<file path="src/rtl/mmio_port_responder_pkg.sv">
// Shared register map, window geometry and control/status bit positions
// for the MMIO port/timer responder.
package mmio_port_responder_pkg;

    localparam int WINDOW_BYTES = 64;

    localparam logic [5:0] OFF_PORT_OUT     = 6'h00;
    localparam logic [5:0] OFF_PORT_IN      = 6'h04;
    localparam logic [5:0] OFF_IN_EDGE      = 6'h08;
    localparam logic [5:0] OFF_TIMER_LOAD   = 6'h0C;
    localparam logic [5:0] OFF_TIMER_CTRL   = 6'h10;
    localparam logic [5:0] OFF_TIMER_STATUS = 6'h14;
    localparam logic [5:0] OFF_TIMER_COUNT  = 6'h18;

    localparam int CTRL_EN_BIT    = 0;
    localparam int CTRL_AUTO_BIT  = 1;
    localparam int STATUS_EXP_BIT = 0;

    // Word index (Address[5:2]) to byte offset within the window.
    function automatic logic [5:0] word_off(input logic [3:0] idx);
        return {idx, 2'b00};
    endfunction

endpackage

</file>
<file path="src/rtl/mmio_port_responder_port_in_sync.sv">
// Two-flop synchroniser for the external input pins plus a third flop
// holding the previous synchronised value for rising-edge detection.
module port_in_sync #(
    parameter int W = 8
) (
    input  logic         clk_i,
    input  logic         reset_i,
    input  logic [W-1:0] pin_i,
    output logic [W-1:0] sync_o,
    output logic [W-1:0] rise_o
);

    logic [W-1:0] s1_q, s2_q, prev_q;

    always_ff @(posedge clk_i) begin
        if (reset_i) begin
            s1_q   <= '0;
            s2_q   <= '0;
            prev_q <= '0;
        end else begin
            s1_q   <= pin_i;
            s2_q   <= s1_q;
            prev_q <= s2_q;
        end
    end

    assign sync_o = s2_q;
    assign rise_o = s2_q & ~prev_q;

endmodule

</file>
<file path="src/rtl/mmio_port_responder.sv">
// Memory-mapped responder: output port, synchronised input port with sticky
// rising-edge flags, and a down-counting timer with expiry interrupt.
module mmio_port_responder
    import mmio_port_responder_pkg::*;
#(
    parameter logic [31:0] BASE_ADDR      = 32'h1001_0000,
    parameter logic [31:0] RESET_PORT_OUT = 32'h0000_0000
) (
    input  logic        clk,
    input  logic        reset,
    input  logic [31:0] Address,
    input  logic [31:0] WriteData,
    input  logic        MemWrite,
    input  logic        MemRead,
    output logic [31:0] ReadData,
    output logic        Hit,
    input  logic [7:0]  PortIn,
    output logic [31:0] PortOut,
    output logic        TimerIrq
);

    logic [31:0] port_out_q, port_out_d;
    logic [7:0]  in_edge_q, in_edge_d;
    logic [31:0] load_q, load_d;
    logic [31:0] count_q, count_d;
    logic        en_q, en_d;
    logic        auto_q, auto_d;
    logic        exp_q, exp_d;

    logic [7:0]  pin_sync, pin_rise;
    logic [5:0]  off;
    logic        wr_en, expire;
    logic        unused_addr_lo;

    port_in_sync #(.W(8)) u_port_in_sync (
        .clk_i   (clk),
        .reset_i (reset),
        .pin_i   (PortIn),
        .sync_o  (pin_sync),
        .rise_o  (pin_rise)
    );

    assign Hit            = (Address[31:6] == BASE_ADDR[31:6]);
    assign off            = word_off(Address[5:2]);
    assign unused_addr_lo = ^Address[1:0];
    assign wr_en          = MemWrite & Hit;
    assign expire         = en_q && (count_q == 32'd0);

    always_comb begin
        port_out_d = port_out_q;
        in_edge_d  = in_edge_q;
        load_d     = load_q;
        count_d    = count_q;
        en_d       = en_q;
        auto_d     = auto_q;
        exp_d      = exp_q;

        if (wr_en && off == OFF_PORT_OUT)
            port_out_d = WriteData;

        // Hardware set wins over a same-cycle W1C.
        if (wr_en && off == OFF_IN_EDGE)
            in_edge_d = in_edge_q & ~WriteData[7:0];
        in_edge_d = in_edge_d | pin_rise;

        if (wr_en && off == OFF_TIMER_LOAD) begin
            load_d  = WriteData;
            count_d = WriteData;
        end else if (en_q) begin
            if (count_q != 32'd0)
                count_d = count_q - 32'd1;
            else
                count_d = auto_q ? load_q : 32'd0;
        end

        // A software CTRL write beats the one-shot auto-disable.
        if (wr_en && off == OFF_TIMER_CTRL) begin
            en_d   = WriteData[CTRL_EN_BIT];
            auto_d = WriteData[CTRL_AUTO_BIT];
        end else if (expire && !auto_q) begin
            en_d = 1'b0;
        end

        if (wr_en && off == OFF_TIMER_STATUS && WriteData[STATUS_EXP_BIT])
            exp_d = 1'b0;
        if (expire)
            exp_d = 1'b1;
    end

    always_ff @(posedge clk) begin
        if (reset) begin
            port_out_q <= RESET_PORT_OUT;
            in_edge_q  <= '0;
            load_q     <= '0;
            count_q    <= '0;
            en_q       <= 1'b0;
            auto_q     <= 1'b0;
            exp_q      <= 1'b0;
        end else begin
            port_out_q <= port_out_d;
            in_edge_q  <= in_edge_d;
            load_q     <= load_d;
            count_q    <= count_d;
            en_q       <= en_d;
            auto_q     <= auto_d;
            exp_q      <= exp_d;
        end
    end

    always_comb begin
        ReadData = 32'h0;
        if (MemRead && Hit) begin
            case (off)
                OFF_PORT_OUT:     ReadData = port_out_q;
                OFF_PORT_IN:      ReadData = {24'h0, pin_sync};
                OFF_IN_EDGE:      ReadData = {24'h0, in_edge_q};
                OFF_TIMER_LOAD:   ReadData = load_q;
                OFF_TIMER_CTRL:   ReadData = {30'h0, auto_q, en_q};
                OFF_TIMER_STATUS: ReadData = {31'h0, exp_q};
                OFF_TIMER_COUNT:  ReadData = count_q;
                default:          ReadData = 32'h0;
            endcase
        end
    end

    assign PortOut  = port_out_q;
    assign TimerIrq = exp_q;

endmodule

</file>
<file path="config.mk">
export PLATFORM = sky130hd
export DESIGN_NAME = mmio_port_responder
export DESIGN_NICKNAME = d
export VERILOG_FILES = /design/src/rtl/mmio_port_responder_pkg.sv /design/src/rtl/mmio_port_responder_port_in_sync.sv /design/src/rtl/mmio_port_responder.sv
export SDC_FILE = /design/constraint.sdc
export NUM_CORES = 1
export LEC_CHECK = 0
export BUFFER_PORTS_ARGS = -buffer_cell sky130_fd_sc_hd__buf_2
export CAP_MARGIN = 20
export CORE_MARGIN = 3
export CORE_UTILIZATION = 50
export CTS_CLUSTER_DIAMETER = 30
export CTS_CLUSTER_SIZE = 12
export DETAILED_ROUTE_END_ITERATION = 8
export PLACE_DENSITY = 0.75
export REMOVE_ABC_BUFFERS = 1
export SETUP_SLACK_MARGIN = 0.3
export SYNTH_ARGS = -nofsm -noshare
export SYNTH_HDL_FRONTEND = slang
export SYNTH_SLANG_ARGS = --single-unit
</file>
<file path="constraint.sdc">
create_clock -name clk -period 2.4 [get_ports clk]
set_input_delay 0 -clock clk [delete_from_list [all_inputs] [get_ports clk]]
set_output_delay 0 -clock clk [all_outputs]
set_load 0.02 [all_outputs]
</file>
# Yosys cells after proc, flatten, opt, wreduce, memory -nomap -nowiden

Cells that the tools add are included.

Reduce and logical (&&, ||, !) cells: 16
Mux-type cells: 11
Equal/unequal tests: 7
Bitwise operators: 6
Add/subtract/negate cells: 1

Operators with widths:

| kind                    | number |
|---|---|
| $pmux W32 S7            | 1 |
| $mux W32                | 5 |
| $logic_not A32 Y1       | 1 |
| $reduce_bool A32 Y1     | 1 |
| $sub A32 B1 Y32 const B | 1 |
| $eq A26 B23 Y1 const B  | 1 |
| $and A8 B8 Y8           | 2 |
| $not A8 Y8              | 2 |
| $eq A4 B3 Y1 const B    | 3 |
| $logic_and A1 B1 Y1     | 9 |
| $eq A4 B2 Y1 const B    | 2 |
| $mux W8                 | 1 |
| $or A8 B8 Y8            | 1 |
| $logic_not A6 Y1        | 1 |
| $reduce_bool A2 Y1      | 3 |
| $eq A4 B1 Y1 const B    | 1 |
| $mux W1                 | 4 |
| $and A1 B1 Y1           | 1 |
| $logic_not A1 Y1        | 1 |

Logic and storage cells: 51
Bits of input ports: 76
Register bits after elaboration: 131
Output and inout bits: 66

# Logic depth before layout (Yosys ltp)

Gate-level depths: netlist of run 1.

Word-level depth: 6
Depth in mapped cells: 9
Mapped depth without buffers: 7

# By module

From an unflattened synthesis of run 1, not the netlist that was laid out.

Cell total of the unflattened synthesis: 860
Area total of the unflattened synthesis: 6836.6 µm²

Modules (own cells, without submodules):

| module              | instances | area each (µm²) | cells an instance | seq. area each (µm²) |
|---|---|---|---|---|
| mmio_port_responder | 1         | 6093.3          | 802               | 2142.1 |
| port_in_sync        | 1         | 743.2           | 58                | 480.5 |

# Worst setup path after synthesis of run 1

Ideal clock, no wire load.

Kind: register -> register
From: register count_q[20]
To: register count_q[24]
Period minus slack after synthesis: 2569 ps
Setup time: 80 ps
Buffers on the path: 3
Required time: 2320 ps
Stages on the path, launching flop included: 9
Data arrival time: 2489 ps
Slack: -169 ps
Cells stage by stage: dfxtp_1 > or4_4 > or4_4 > buf_6 > or3_4 > buf_6 > buf_8 > a211o_1 > a211oi_2

Longest elaborated chain between the ends: 4
Elaborated cells on any way between the ends: 5
Classes of those cells: 1 x add/sub; 3 x mux; 1 x reduce/logical

RTL lines:

| item                                                   | line                                                 | source |
|---|---|---|
| start: declaration                                     | mmio_port_responder.sv:25                            | `logic [31:0] count_q, count_d;` |
| start signal: assignment                               | mmio_port_responder.sv:103                           | `count_q <= count_d;` |
| $sub A32 B1 Y32 or $reduce_bool A32 Y1 (tied branches) | mmio_port_responder.sv:71, mmio_port_responder.sv:70 |  |
| $mux W32 (*)                                           | mmio_port_responder.sv:70                            | `if (count_q != 32'd0)` |
| $mux W32 (*)                                           | mmio_port_responder.sv:69                            | `end else if (en_q) begin` |
| $mux W32 (*)                                           | mmio_port_responder.sv:66                            | `if (wr_en && off == OFF_TIMER_LOAD) begin` |

Every way passes the cells marked *; elsewhere a longest branch is shown, timed or not. The select of a mux whose other input is x is not followed.
A chain may end at the register's enable or synchronous reset.

# Final worst setup path of run 1

From: register count_q[20]
To: register count_q[20]

Same word-level chain as after synthesis.

==> results of run 1 <==
==> registers in the layout (all words and copies together), names as in the netlist <==
register               count
in_edge_q                  8
u_port_in_sync.sync_o      8
auto_q                     1
load_q                    32
PortOut                   32
count_q                   32
en_q                       1
u_port_in_sync.prev_q      8
u_port_in_sync.s1_q        8
TimerIrq                   1
==> power by group through the flow <==
stage          clock network, W  registers [W]  logic [W]
3_5_place_dp                  0        0.00225   0.000190
3_3_place_gp                  0        0.00225   0.000188
4_1_cts                 0.00322        0.00221   0.000241
5_1_grt                 0.00333        0.00221   0.000268
2_1_floorplan                 0        0.00225  0.0000479
6_report                0.00321        0.00221   0.000246
==> metrics by stage <==
step | worst slack (ns) | instances | utilization [%] | power, W
final | -0.1604 | 1240 | 71.74 | 0.005660
after floorplan | -1.895 | 782 | - | 0.002300
after detailed placement | -0.08640 | 1153 | 59.97 | 0.002444
after CTS | -0.09714 | 1233 | 70.11 | 0.005670
after global placement | -0.06000 | 1153 | 59.97 | 0.002442
after global routing | -0.1916 | 1240 | 71.74 | 0.005807
==> repair_timing <==
| item | CTS | global route |
|---|---|---|
| pin swaps | 17 | 27 |
| gates cloned | 2 | 1 |
| setup buffers | 6 | 6 |
| gates resized for setup | 17 | 32 |
| setup endpoints to repair | 34 | 34 |
| endpoints found under the hold margin | 115 | 0 |
| hold buffers | 40 | 0 |
==> placed cells by master, fill, tap and decap left out, types with 6 or more instances in the layout <==
cell type / n
a21oi_1: 126
dlygate4sd3_1: 40
bufinv_16: 8
a31oi_1: 9
a22oi_1: 31
nor3_1: 18
nor2b_1: 32
clkbuf_16: 18
nand4_1: 8
nand3_1: 18
mux2i_1: 7
buf_4: 60
dfxtp_1: 130
inv_1: 9
nor2_1: 49
or3_1: 6
buf_2: 138
nor4_1: 13
nand2_1: 179
a211o_1: 10
buf_6: 9
a222oi_1: 6
a211oi_2: 10
a21oi_2: 6
==> cell type report <==
cell class	instances	area, µm²	area share, %
multi-input combinational	642	3734	40.90
tap	172	215.2	2.358
inverter	9	33.78	0.3701
sequential	131	2624	28.75
timing repair buffer	254	1790	19.62
clock inverter	12	274.0	3.002
clock buffer	20	456.7	5.003
==> worst max-delay path by stage <==
stage | from | endpoint | slack (ns) | cells past startpoint
floorplan | Address[2] | PortOut[0]$_SDFFE_PP0P_ | -1.90 | 4
global placement | count_q[20]$_SDFFE_PP0P_ | count_q[18]$_SDFFE_PP0P_ | -0.06 | 6
global route | count_q[20]$_SDFFE_PP0P_ | count_q[20]$_SDFFE_PP0P_ | -0.19 | 7
detailed placement | count_q[20]$_SDFFE_PP0P_ | count_q[7]$_SDFFE_PP0P_ | -0.09 | 6
finish | count_q[20]$_SDFFE_PP0P_ | count_q[20]$_SDFFE_PP0P_ | -0.16 | 7
CTS | count_q[23]$_SDFFE_PP0P_ | count_q[9]$_SDFFE_PP0P_ | -0.1 | 6
==> cell families after synthesis <==
family / share of synthesized area (%)
mux: 1.409
compound gates: 25.14
buf+inv: 5.656
xor+xnor: 1.333
flops: 39.92
fa+ha+maj: 0.3808
simple gates: 26.17
==> per-layer routing <==
metal / vias to the layer above / wire length, µm
met2: 288 / 10690
met3: 42 / 1432
met5: - / 0
met1: 3403 / 8660
li1: 3458 / -
met4: 0 / 384
==> flow_metrics.env, run 1 <==
export IMPL_status="complete, but fails checks"
export IMPL_violations="setup timing"
export IMPL_final_max_slew_viol_count=0
export IMPL_crit_type="reg2reg"
export IMPL_synthArstFlopShare_pct=0
export IMPL_first_pass_iters=5
export IMPL_synthFlopType="dfxtp_1"
export IMPL_syn_instance_count=854
export IMPL_die_area_um2=14550
export IMPL_r2r_setup_slack_ns=-0.16
export IMPL_die_h_um=120.6
export IMPL_maxCapViolCount=0
export IMPL_min_to="u_port_in_sync.prev_q[7]$_SDFF_PP0_"
export IMPL_ys_ff_latch=131
export IMPL_cts_sinks=131
export IMPL_setup_viol=27
export IMPL_htreeDepth=4
export IMPL_drive_above_1_share_pct=27.43
export IMPL_cts_tree="built"
export IMPL_yosys_area_top_type="dfxtp_1"
export IMPL_pwr_share_comb_pct=4.4
export IMPL_place_area_um2=7630
export IMPL_power_switching_w=0.001120
export IMPL_grt_max_degree=41
export IMPL_initial_core_util_pct=51.64
export IMPL_drtIter0Drc=648
export IMPL_yosys_warnings=0
export IMPL_setup_ws_ns=-0.1604
export IMPL_worst_slew_pin_slew_ns=0.5190
export IMPL_r2r_cells=7
export IMPL_cts_path_max_buffers=2
export IMPL_ir_worst_vdd_mv=0.6274
export IMPL_met1_usage_pct=34.66
export IMPL_synth_top_area_share_pct=39.92
export IMPL_antenna_found_initial=0
export IMPL_drc=0
export IMPL_fp_row_count=41
export IMPL_hold_path_class="in2reg"
export IMPL_synth_edf_count=0
export IMPL_ys_top_cells_by_count="nand2_1, a21oi_1, dfxtp_1"
export IMPL_max_slew_margin_pct=65.29
export IMPL_nNetsFinal=1133
export IMPL_syn_to_final_growth_pct=38.93
export IMPL_numCtsBuffers=17
export IMPL_arrival_ns=2.84
export IMPL_dpl_hpwl_um=13320
export IMPL_crit_chain="or4_4, or4_4, or3_4, clkbuf_16, a32oi_1, nand2b_1, a211oi_2"
export IMPL_clkTransAtPathRegs_ns=0.06
export IMPL_critical_path_max_stage_delay_ns=0.56
export IMPL_syn_area_um2=6570
export IMPL_pwr_share_clk_pct=56.6
export IMPL_grt_busiest_layer="met2"
export IMPL_dr_total_vias=7191
export IMPL_end_kind="flip-flop"
export IMPL_gp_congestion=0.9154
export IMPL_synthTopCellsByArea="dfxtp_1, nand2_1, a21oi_1"
export IMPL_crit_buf_inv=1
export IMPL_min_period_ns=2.560
export IMPL_p_int_w=0.004540
export IMPL_ioPinCount=142
export IMPL_crit_path_frequent_cell="or4_4"
export IMPL_ys_types=60
export IMPL_die_w_um=120.6
export IMPL_required_ns=2.68
export IMPL_timing_hold_ws_ns=0.01152
export IMPL_design_core_area_um2=12720
export IMPL_fmax_ghz=0.3906
export IMPL_finalCritPeriodShare_pct=106.7
export IMPL_rr_endpoint="count_q[20]$_SDFFE_PP0P_"
export IMPL_final_cell_area_um2=9128
export IMPL_finalHoldViolCount=0
export IMPL_power_density_nw_per_um2=620.1
export IMPL_start_kind="flip-flop"
export IMPL_insertedDiodeCount=0
export IMPL_grt_pass1_vias=6833
export IMPL_wl_per_cell_um=17.07
export IMPL_min_path_cells=2
export IMPL_crit_family="simple AND/OR/NAND/NOR gates"
export IMPL_grt_pass1_wl_um=33500
export IMPL_synth_most_common_cell="nand2_1"
export IMPL_min_from="reset"
export IMPL_seqPwrFrac_pct=39.0
export IMPL_fin_setup_tns_ns=-2.338
export IMPL_p_leak_nw=3.558
export IMPL_avgSynthCellArea_um2=7.693
export IMPL_grt_use_total_pct=28.18
export IMPL_cts_root_buf="clkbuf_16"
export IMPL_grt_use_met2_pct=48.45
export IMPL_r2r_start="count_q[20]$_SDFFE_PP0P_"
export IMPL_wl_um=21160
export IMPL_cp_max_fo=5
export IMPL_fin_skew_ns=0.006222
export IMPL_worstSkewPairLatency_ns=0.42
export IMPL_p_sw_share_pct=19.79
export IMPL_crit_slowest_cell="or4_4"
export IMPL_seq_area_frac_synth_pct=39.92
export IMPL_port_buffers=139
export IMPL_ant_nets=0
export IMPL_viasPerCell=5.799
export IMPL_gr_total_overflow=0
export IMPL_nFillCells=1009
export IMPL_grt_setup_unrepaired="true"
export IMPL_use_met3_pct=5.847
No activity file was read; power rests on OpenSTA's default activity.
==> run 2, diff against run 1 <==
CORE_UTILIZATION = 35   (was 50)
PLACE_DENSITY = 0.55   (was 0.75)
SKIP_LAST_GASP = 1   (was default)
==> flow_metrics.env, run 2 (same netlist as run 1, synthesis figures left out) <==
export IMPL_p_leak_nw=3.510
export IMPL_drive_above_1_share_pct=27.05
export IMPL_gp_congestion=0.8645
export IMPL_min_period_ns=2.459
export IMPL_wl_um=21550
export IMPL_start_kind="flip-flop"
export IMPL_drtIter0Drc=477
export IMPL_maxCapViolCount=0
export IMPL_power_density_nw_per_um2=549.7
export IMPL_wl_per_cell_um=16.57
export IMPL_setup_viol=11
export IMPL_ir_worst_vdd_mv=0.5117
export IMPL_cp_max_fo=19
export IMPL_die_h_um=143.0
export IMPL_max_slew_margin_pct=63.33
export IMPL_fin_setup_tns_ns=-0.4031
export IMPL_worst_slew_pin_slew_ns=0.5480
export IMPL_drc=0
export IMPL_viasPerCell=5.304
export IMPL_layout_cells_most_common="nand2_1"
export IMPL_cts_path_max_buffers=2
export IMPL_ant_nets=0
export IMPL_grt_use_total_pct=21.05
export IMPL_port_buffers=139
export IMPL_final_max_slew_viol_count=0
export IMPL_die_w_um=143.0
export IMPL_dr_total_vias=6900
export IMPL_first_pass_iters=5
export IMPL_grt_pass1_vias=6617
export IMPL_rr_endpoint="count_q[7]$_SDFFE_PP0P_"
export IMPL_required_ns=2.75
export IMPL_cts_tree="built"
export IMPL_crit_type="reg2reg"
export IMPL_finalCritPeriodShare_pct=102.5
export IMPL_pre_cts_ws_ns=-0.08334
export IMPL_die_area_um2=20450
export IMPL_r2r_setup_slack_ns=-0.06
export IMPL_min_path_cells=2
export IMPL_initial_core_util_pct=36.08
export IMPL_fmax_ghz=0.4066
export IMPL_nFillCells=1787
export IMPL_htreeDepth=4
export IMPL_antenna_found_initial=0
export IMPL_nNetsFinal=1137
export IMPL_dpl_hpwl_um=15010
export IMPL_r2r_cells=6
export IMPL_cts_sinks=131
export IMPL_violations="setup timing"
export IMPL_numCtsBuffers=17
export IMPL_min_from="reset"
export IMPL_insertedDiodeCount=0
export IMPL_finalHoldViolCount=0
export IMPL_hold_path_class="in2reg"
export IMPL_ioPinCount=142
export IMPL_syn_to_final_growth_pct=37.04
export IMPL_r2r_start="count_q[20]$_SDFFE_PP0P_"
export IMPL_setup_ws_ns=-0.05915
export IMPL_grt_pass1_wl_um=34380
export IMPL_arrival_ns=2.81
export IMPL_final_cell_mix="nand2_1, buf_2, dfxtp_1, a21oi_1, buf_4"
export IMPL_grt_setup_unrepaired="true"
export IMPL_fin_skew_ns=0.009134
export IMPL_cts_root_buf="clkbuf_16"
export IMPL_status="complete, but fails checks"
export IMPL_min_to="load_q[7]$_SDFFE_PP0P_"
export IMPL_grt_max_degree=43
export IMPL_end_kind="flip-flop"
export IMPL_design_core_area_um2=18210
export IMPL_worstSkewPairLatency_ns=0.43
export IMPL_gr_total_overflow=0
export IMPL_clkTransAtPathRegs_ns=0.06
export IMPL_fp_row_count=49
==> run 2: changes by cell type in the layout (fill, tap and decap cells not counted), moves of 3 or more <==
cell,previous run,this run
buf_4,60,67
bufinv_16,8,1
a21oi_1,126,130
a21oi_2,6,2
clkinv_2,0,4
nand3_1,18,22
nand3_2,4,0
nor4_1,13,9
nor4_2,2,6
a211oi_1,4,7
a211oi_2,10,7
buf_6,9,6
==> run 2: area by class of cell <==
type / count / area, µm² / share of cell area [%]
multi-input combinational: 642 / 3709 / 41.19
clock buffer: 20 / 456.7 / 5.072
timing repair buffer: 258 / 1787 / 19.84
inverter: 9 / 33.78 / 0.3752
clock inverter: 12 / 107.6 / 1.195
sequential: 131 / 2624 / 29.14
tap: 229 / 286.5 / 3.182
==> run 2: through the flow <==
step / total power [W] / hold WS, ns / util (%) / instances / area (µm²)
2_1_floorplan: 0.002300 / 0.06465 / - / 782 / 6232
5_1_grt: 0.005130 / 0.05028 / 49.45 / 1301 / 9004
4_1_cts: 0.004994 / 0.03981 / 48.62 / 1298 / 8853
3_5_place_dp: 0.002454 / 0.2150 / 42.88 / 1221 / 7809
3_3_place_gp: 0.002451 / 0.2071 / 42.88 / 1221 / 7809
6_report: 0.004949 / 0.03214 / 49.45 / 1301 / 9004
==> run 2: routing by layer <==
layer  global-route usage, %  up-vias  wire length, µm
met3                   4.052       29              850
met2                   35.24      164            10470
met4                   5.903        0              279
li1                        -     3472                -
met1                   27.76     3235             9955
met5                       0        -                0
==> run 2: how the worst max path moves through the flow <==
stage,start,to,slack [ns],depth (start not counted)
2_1_floorplan,Address[2],PortOut[0]$_SDFFE_PP0P_,-1.90,4
3_3_place_gp,count_q[20]$_SDFFE_PP0P_,count_q[18]$_SDFFE_PP0P_,-0.08,6
3_5_place_dp,count_q[20]$_SDFFE_PP0P_,count_q[2]$_SDFFE_PP0P_,-0.08,6
4_1_cts,count_q[20]$_SDFFE_PP0P_,count_q[2]$_SDFFE_PP0P_,-0.05,6
5_1_grt,count_q[20]$_SDFFE_PP0P_,count_q[2]$_SDFFE_PP0P_,-0.12,6
6_report,count_q[20]$_SDFFE_PP0P_,count_q[7]$_SDFFE_PP0P_,-0.06,6
==> run 2: worst max-delay path, stage by stage, from the launching register on <==
cell and delay, ns:
dfxtp_1 0.31, or4_4 0.53, or4_4 0.55, or3_4 0.37, buf_8 0.17, a211o_1 0.27, a211oi_2 0.17
==> run 2: power by group <==
part | switching [W] | internal, W | total [W]
clock | 0.00102 | 0.00148 | 0.00249
sequential | 0.00000880 | 0.00220 | 0.00221
combinational | 0.000127 | 0.000124 | 0.000251
total | 0.00115 | 0.00380 | 0.00495
==> run 2: timing repair <==
item / CTS / global route
pin swaps: 6 / 19
setup endpoints to repair: 34 / 34
buffers inserted: 4 / 3
hold endpoints to repair: 115 / 0
resized for setup: 6 / 29
hold buffers: 41 / 0
==> run 3, diff against run 2 <==
PLACE_DENSITY = 0.53   (was 0.55)
SLEW_MARGIN = 20   (was default)
clock period = 3.1 ns   (was 2.4 ns; I/O delays follow)
==> flow_metrics.env, run 3 (same netlist as run 1, synthesis figures left out) <==
export IMPL_r2r_start="count_q[20]$_SDFFE_PP0P_"
export IMPL_start_kind="flip-flop"
export IMPL_fmax_ghz=0.3696
export IMPL_end_kind="flip-flop"
export IMPL_grt_use_total_pct=20.85
export IMPL_layout_cells_most_common="nand2_1"
export IMPL_wl_um=21040
export IMPL_grt_pass1_vias=6507
export IMPL_die_area_um2=20450
export IMPL_finalHoldViolCount=0
export IMPL_wl_per_cell_um=16.74
export IMPL_crit_type="reg2reg"
export IMPL_cts_sinks=131
export IMPL_nFillCells=1825
export IMPL_gr_total_overflow=0
export IMPL_power_w=0.003980
export IMPL_antenna_found_initial=0
export IMPL_die_h_um=143.0
export IMPL_r2r_cells=6
export IMPL_power_density_nw_per_um2=466.9
export IMPL_insertedDiodeCount=0
export IMPL_maxCapViolCount=0
export IMPL_timing_hold_ws_ns=0.1031
export IMPL_fin_skew_ns=0.004638
export IMPL_crit_chain="or4_4, or4_4, or3_4, a32o_1, a221oi_1, nor3_1"
export IMPL_die_w_um=143.0
export IMPL_r2r_setup_slack_ns=0.39
export IMPL_grt_max_degree=68
export IMPL_fp_row_count=49
export IMPL_rr_endpoint="count_q[2]$_SDFFE_PP0P_"
export IMPL_critical_path_max_stage_delay_ns=0.59
export IMPL_cts_root_buf="clkbuf_16"
export IMPL_drc=0
export IMPL_final_max_slew_viol_count=0
export IMPL_drtIter0Drc=358
export IMPL_initial_core_util_pct=36.08
export IMPL_nNetsFinal=1093
export IMPL_worst_slew_pin_slew_ns=0.9180
export IMPL_final_cell_mix="nand2_1, buf_2, a21oi_1"
export IMPL_cts_tree="built"
export IMPL_dr_total_vias=6691
export IMPL_crit_slowest_cell="or4_4"
export IMPL_required_ns=3.37
export IMPL_first_pass_iters=5
export IMPL_dpl_hpwl_um=14320
export IMPL_port_buffers=139
export IMPL_clkTransAtPathRegs_ns=0.06
export IMPL_design_core_area_um2=18210
export IMPL_hold_path_class="in2reg"
export IMPL_p_leak_nw=3.228
export IMPL_ant_nets=0
export IMPL_cp_max_fo=8
export IMPL_setup_viol=0
export IMPL_min_period_ns=2.705
export IMPL_max_slew_margin_pct=38.74
export IMPL_viasPerCell=5.323
export IMPL_grt_pass1_wl_um=34110
export IMPL_finalCritPeriodShare_pct=87.27
export IMPL_worstSkewPairLatency_ns=0.42
export IMPL_ctsHoldBuffers=40
export IMPL_min_path_cells=4
export IMPL_ioPinCount=142
export IMPL_cts_path_max_buffers=2
export IMPL_drive_above_1_share_pct=22.18
export IMPL_gp_congestion=0.8536
export IMPL_min_from="Address[3]"
export IMPL_status="finished clean"
export IMPL_ir_worst_vdd_mv=0.3809
export IMPL_htreeDepth=4
export IMPL_syn_to_final_growth_pct=29.75
export IMPL_grt_setup_unrepaired="false"
export IMPL_numCtsBuffers=17
export IMPL_arrival_ns=2.97
export IMPL_crit_path_frequent_cell="or4_4"
export IMPL_postCtsSetupRepairBufs=0
export IMPL_min_to="en_q$_SDFFE_PP0P_"
export IMPL_ctsResizeCount=0
run 3: per-stage QoR:
step	std cells	utilization (%)	TNS (ns)	setup WS [ns]	instance area [µm²]
after floorplan	782	-	-48.80	-1.195	6232
after global placement	1185	41.26	0	0.4215	7513
after detailed placement	1185	41.26	0	0.3957	7513
after CTS	1257	46.82	0	0.3829	8524
after global routing	1257	46.82	0	0.3015	8524
final	1257	46.82	0	0.3945	8524
run 3: how the worst max path moves through the flow:
stage	cells past startpoint	startpoint	slack [ns]	endpoint
2_1_floorplan	4	Address[2]	-1.20	PortOut[0]$_SDFFE_PP0P_
3_3_place_gp	6	count_q[20]$_SDFFE_PP0P_	0.42	count_q[2]$_SDFFE_PP0P_
3_5_place_dp	6	count_q[20]$_SDFFE_PP0P_	0.40	count_q[2]$_SDFFE_PP0P_
4_1_cts	6	count_q[20]$_SDFFE_PP0P_	0.38	count_q[2]$_SDFFE_PP0P_
5_1_grt	6	count_q[20]$_SDFFE_PP0P_	0.30	count_q[2]$_SDFFE_PP0P_
6_report	6	count_q[20]$_SDFFE_PP0P_	0.39	count_q[2]$_SDFFE_PP0P_
run 3: critical path: cells and delay by family, from the launching register on:
family	cells	cell delay, ns
and+or+nand+nor	4	1.64
AOI/OAI and AO/OA	2	0.55
DFF	1	0.36
run 3: where the power goes:
| part | internal [W] | switching [W] | total (W) |
|---|---|---|---|
| clock network | 0.00130 | 0.000777 | 0.00208 |
| registers | 0.00170 | 0.00000650 | 0.00171 |
| logic | 0.0000938 | 0.0000969 | 0.000191 |
run 3: cell type report:
class	count	area (µm²)	share of cell area, %
Timing Repair Buffer	214	1374	16.12
Clock inverter	13	157.7	1.849
Clock buffer	19	452.9	5.313
Inverter	9	33.78	0.3963
Sequential cell	131	2623	30.76
Tap cell	229	286.5	3.361
Multi-Input combinational cell	642	3597	42.20
run 3: routing by layer:
layer	vias up	track usage [%]	part of all wire (%)
li1	3374	-	-
met1	3135	27.01	46
met2	151	35.09	47
met3	31	3.516	4.4
met4	0	7.404	2.1
met5	-	0	0
